$ cat src/rtl/counter_pkg.sv
// Shared constants and elaboration-time helpers for the parametrised counter family.
package counter_pkg;

    localparam bit MODE_WRAP = 1'b0;
    localparam bit MODE_SAT  = 1'b1;
    localparam bit DIR_DOWN  = 1'b0;
    localparam bit DIR_UP    = 1'b1;

    function automatic int clog2(input int value);
        int r;
        r = 0;
        for (int v = value - 1; v > 0; v = v >> 1) begin
            r++;
        end
        return r;
    endfunction

    // A DIV of 1 still needs a one-bit register so the prescaler keeps a uniform shape.
    function automatic int pre_width(input int div);
        return (clog2(div) < 1) ? 1 : clog2(div);
    endfunction

endpackage

$ cat src/rtl/clk_en_prescaler.sv
// Clock-enable generator: tick is high for one enabled cycle out of every DIV.
module clk_en_prescaler
    import counter_pkg::*;
#(
    parameter int DIV = 1
) (
    input  logic clk,
    input  logic rst,
    input  logic en,
    input  logic clr,
    output logic tick
);

    localparam int              PW   = pre_width(DIV);
    localparam logic [PW-1:0]   LAST = PW'(DIV - 1);

    logic [PW-1:0] pre;

    always_ff @(posedge clk) begin
        if (!rst) begin
            pre <= '0;
        end else if (clr) begin
            pre <= '0;
        end else if (en) begin
            pre <= (pre == LAST) ? '0 : pre + 1'b1;
        end
    end

    assign tick = (pre == LAST);

endmodule

$ cat src/rtl/param_updown_counter.sv
// Up/down modulo counter with parallel load, wrap/saturate boundary, prescaled
// stepping, cascadable terminal count and a sticky overflow flag.
module param_updown_counter
    import counter_pkg::*;
#(
    parameter int WIDTH   = 4,
    parameter int MODULUS = 2**WIDTH,
    parameter int DIV     = 1
) (
    input  logic             clk,
    input  logic             rst,
    input  logic             en,
    input  logic             up,
    input  logic             load,
    input  logic [WIDTH-1:0] din,
    input  logic             sat,
    input  logic             ovf_clr,
    output logic [WIDTH-1:0] Q,
    output logic             tc,
    output logic             ovf
);

    localparam logic [WIDTH:0]   MAX   = (WIDTH+1)'(MODULUS - 1);
    localparam logic [WIDTH-1:0] MAX_Q = WIDTH'(MODULUS - 1);

    logic             tick;
    logic [WIDTH:0]   q_ext;
    logic [WIDTH:0]   din_ext;
    logic             at_max;
    logic             at_zero;
    logic             step;
    logic             boundary;
    logic [WIDTH-1:0] next_q;

    clk_en_prescaler #(
        .DIV (DIV)
    ) u_prescaler (
        .clk  (clk),
        .rst  (rst),
        .en   (en),
        .clr  (load),
        .tick (tick)
    );

    // Compare one bit wider than the count so din values above MAX clamp correctly.
    assign q_ext    = {1'b0, Q};
    assign din_ext  = {1'b0, din};
    assign at_max   = (q_ext == MAX);
    assign at_zero  = (Q == '0);
    assign step     = en & tick & ~load;
    assign boundary = step & ((up == DIR_UP) ? at_max : at_zero);
    assign tc       = en & tick & ((up & at_max) | (~up & at_zero));

    always_comb begin
        next_q = Q;
        if (load) begin
            next_q = (din_ext > MAX) ? MAX_Q : din;
        end else if (step) begin
            if (up == DIR_UP) begin
                next_q = at_max ? ((sat == MODE_SAT) ? MAX_Q : '0)
                                : WIDTH'(q_ext + 1'b1);
            end else begin
                next_q = at_zero ? ((sat == MODE_WRAP) ? MAX_Q : '0)
                                 : WIDTH'(q_ext - 1'b1);
            end
        end
    end

    always_ff @(posedge clk) begin
        if (!rst) begin
            Q <= '0;
        end else begin
            Q <= next_q;
        end
    end

    // A boundary step on the same edge as ovf_clr keeps the flag set.
    always_ff @(posedge clk) begin
        if (!rst) begin
            ovf <= 1'b0;
        end else if (boundary) begin
            ovf <= 1'b1;
        end else if (ovf_clr) begin
            ovf <= 1'b0;
        end
    end

endmodule

$ cat config.mk
export PLATFORM = sky130hd
export DESIGN_NAME = param_updown_counter
export DESIGN_NICKNAME = d
export VERILOG_FILES = /design/src/rtl/counter_pkg.sv /design/src/rtl/clk_en_prescaler.sv /design/src/rtl/param_updown_counter.sv
export SDC_FILE = /design/constraint.sdc
export NUM_CORES = 1
export LEC_CHECK = 0
export ABC_CLOCK_PERIOD_IN_PS = 2100
export CAP_MARGIN = 15
export CELL_PAD_IN_SITES_DETAIL_PLACEMENT = 1
export CELL_PAD_IN_SITES_GLOBAL_PLACEMENT = 2
export CORE_MARGIN = 2
export CORE_UTILIZATION = 30
export CTS_CLUSTER_DIAMETER = 200
export DETAILED_ROUTE_END_ITERATION = 12
export DONT_BUFFER_PORTS = 1
export PLACE_DENSITY = 0.7
export SLEW_MARGIN = 10
export SYNTH_ARGS = -nofsm -noshare
export SYNTH_HDL_FRONTEND = slang
export SYNTH_SLANG_ARGS = --single-unit
$ cat constraint.sdc
create_clock -name clk -period 2.1 [get_ports clk]
set_clock_uncertainty 0.15 [all_clocks]
set_input_delay 0.42 -clock clk [delete_from_list [all_inputs] [get_ports clk]]
set_output_delay 0.42 -clock clk [all_outputs]
set_load 0.01 [all_outputs]
==> flow_metrics.py <==
metrics = {
    "clock_tree": {
        "cts_buffers": 3,
        "root_buffer": "clkbuf_4",
        "ctsHoldBuffers": 0,
        "post-cts-setup-buffers": 0,
        "htreeDepth": 1,
        "clock_path_buffers": 2,
        "clock_sinks": 5,
        "cts.reportedPaths.clkPinSlew_ns": 0.05,
        "clk_latency_ns": 0.25,
        "cts_tree": "yes",
    },
    "floorplan": {
        "ioPinCount": 17,
        "initial_core_util": 0.321,
        "die-area_sq_um": 1950,
        "die_h_um": 44.1,
        "coreArea_sq_um": 1510,
        "num_rows": 14,
        "die_x_um": 44.1,
    },
    "flow_run": {
        "cap_violations": 0,
    },
    "power_and_ir_drop": {
        "vdd_drop_max_uv": 364,
        "power_density_nw_per_um2": 574,
        "p_leak_nw": 0.239,
    },
    "detailed_routing": {
        "drc": 0,
        "num_vias": 521,
        "routed_wl_um": 1410,
        "vias_per_cell": 5.92,
        "first_pass_iters": 3,
        "final_antenna_net_count": 0,
        "avgRoutedWirePerCell_um": 16.0,
        "drt_iter0_drc": 2,
    },
    "setup_path": {
        "required_ns": 1.53,
        "crit_family": "flip-flops",
        "start_kind": "flop",
        "end_kind": "primary output",
        "max_stage_delay_ns": 0.36,
        "r2r_end": "Q[3]$_SDFFE_PN0P_",
        "r2r-start": "Q[1]$_SDFFE_PN0P_",
        "critical_path_arrival_ns": 1.43,
        "worstPathCellList": "inv_1 -> ha_4 -> nand2b_4 -> o31ai_4 -> and2_4",
        "cp.buffers_inverters": 1,
        "path_max_fanout": 6,
        "critPathSlowestCell": "dfxtp_2",
        "crit_path_start": "Q[1]$_SDFFE_PN0P_",
        "r2r_slack_ns": 0.49,
        "rr_worst_depth": 6,
        "crit_type": "flop to primary output",
    },
    "grt": {
        "grt_use_total": 0.166,
        "overflow": 0,
        "grt_max_degree": 11,
        "grt_pass1_vias": 523,
        "grt_pass1_wl_um": 2380,
        "antenna_found_initial": 0,
    },
    "sta": {
        "finalMaxSlewViolations": 0,
        "relSlewSlack": 0.753,
        "setup_viol": 0,
        "post-route-min-period_ns": 2.00,
        "fin_crit_sh": 0.955,
        "worst_slack_ns": 0.0950,
        "hold_viol": 0,
        "fin_setup_tns_ns": 0,
        "whs_ns": 0.141,
        "worstMarginPinSlew_ns": 0.370,
        "rsz0062_at_grt": "false",
        "fmax_mhz": 499,
    },
    "synth": {
        "syn_area_per_cell_sq_um": 7.32,
        "synth-seq-cells": 5,
        "async_reset_ff_frac": 0,
        "syn_nets": 79,
        "yosys-top-cells-count": "a21oi_1, nand2_1, nor2_1",
        "yosysWarnings": 0,
        "synthDistinctLibCells": 28,
        "synth_top_area_cell": "dfxtp_1",
        "yosysMostFrequentCell": "a21oi_1",
        "synthCells": 66,
        "synth.area.top_cells": "dfxtp_1, a21oi_1, ha_1",
        "synth_top_cell_area_share": 0.207,
        "synth_edf_count": 0,
        "ys_seq_area_frac": 0.207,
        "synth_ff_type": "dfxtp_1",
        "syn-cell-area_sq_um": 483,
    },
    "hold_path": {
        "whs_endpoint": "Q[0]$_SDFFE_PN0P_",
        "holdCritPathClass": "input port to flop",
        "min-delay-start": "rst",
        "holdPathStages": 2,
    },
    "final_layout": {
        "fill_cells": 201,
        "antenna_cells": 0,
        "multiInputGateArea_sq_um": 358,
        "syn2layout_area_growth_pct": 16.3,
        "register_area_sq_um": 101,
        "drive_gt1_frac": 0.194,
        "num-nets-final": 86,
    },
    "place": {
        "pre_cts_ws_ns": 0.169,
        "gp_congestion": 0.756,
        "io_buffer_count": 0,
        "dp_hpwl_um": 1100,
    },
    "run_status": {
        "status": "complete, no violations",
    },
}
==> routing by layer <==
| layer | track usage | wire length (um) | vias up |
|---|---|---|---|
| li1 | - | - | 256 |
| met4 | 0.0364 | 15 | 0 |
| met1 | 0.196 | 629 | 248 |
| met2 | 0.285 | 687 | 14 |
| met5 | 0 | 0 | - |
| met3 | 0.0612 | 74 | 3 |
==> how the worst max path moves through the flow <==
stage / depth (start not counted) / endpoint
finish: 5 / tc
detailed placement: 5 / tc
CTS: 5 / tc
floorplan: 5 / tc
global route: 5 / tc
global placement: 5 / tc
==> repair_timing <==
| item | CTS | global route |
|---|---|---|
| endpoints found under the setup margin | 1 | 1 |
| cloned | 0 | 0 |
| pin swaps | 0 | 0 |
| gates resized for setup | 3 | 2 |
| hold endpoints to repair | 0 | 0 |
==> final cells by class <==
cell class | count | area share
tap | 16 | 0.0356
inverter | 5 | 0.0334
multi-input combinational | 53 | 0.637
clock buffer | 4 | 0.0468
sequential | 5 | 0.180
timing repair buffer | 5 | 0.0668
==> worst reg2reg max path: stages (launching register included) <==
cell      delay [ns]
dfxtp_2         0.39
inv_1           0.12
ha_4            0.19
or3_1           0.31
a21oi_1         0.15
o221ai_1        0.14
nand3_1         0.10
==> cells by family (layout without fill, tap and decap cells) <==
group,count (synthesis),in the layout,share of synthesized area
buffers and inverters,8,14,0.101
and+or+nand+nor,27,27,0.293
adders and majority gates,2,2,0.0518
AOI/OAI and AO/OA,24,24,0.347
DFF,5,5,0.207
==> cell usage in the layout, fill, tap and decap left out <==
cell / netlist / final
a21oi_1: 7 / 7
buf_4: 1 / 5
dfxtp_1: 5 / 4
nand2_1: 6 / 6
nand2b_4: 1 / 1
a211oi_1: 1 / 1
and2_4: 0 / 1
o31a_1: 1 / 1
o2111ai_1: 1 / 1
a21boi_0: 1 / 1
ha_4: 0 / 1
o211ai_1: 1 / 1
nor2b_1: 2 / 2
clkbuf_1: 0 / 1
clkbuf_4: 0 / 3
nand3b_1: 1 / 1
a21o_2: 1 / 1
dfxtp_2: 0 / 1
inv_1: 5 / 5
ha_1: 2 / 1
o31ai_4: 0 / 1
o211a_1: 2 / 2
o21ai_0: 3 / 3
nand4_1: 1 / 1
nand3_1: 5 / 5
nor4_1: 1 / 1
nand2b_1: 2 / 2
o221ai_1: 2 / 2
a31oi_1: 3 / 3
or3_1: 1 / 1
nor2_1: 6 / 6
==> registers in the layout, indices dropped and copies added (netlist names) <==
name / cells
Q: 4
ovf: 1
==> power by group <==
group / internal (W) / leakage (nW) / switching, W / total (W)
clock: 0.0000721 / 0.0150 / 0.0000442 / 0.000116
sequential: 0.000103 / 0.0416 / 0.0000115 / 0.000114
combinational: 0.0000440 / 0.182 / 0.0000479 / 0.0000918
==> stage by stage <==
step                      area, sq um  cells  utilization  total power, W
after floorplan                   483     66            -        0.000180
after global placement            510     84        0.339        0.000199
after detailed placement          510     84        0.339        0.000198
after CTS                         551     88        0.365        0.000319
after global routing              562     88        0.373        0.000347
final                             562     88        0.373        0.000322
Note: power is estimated with default switching activity, not from simulation.
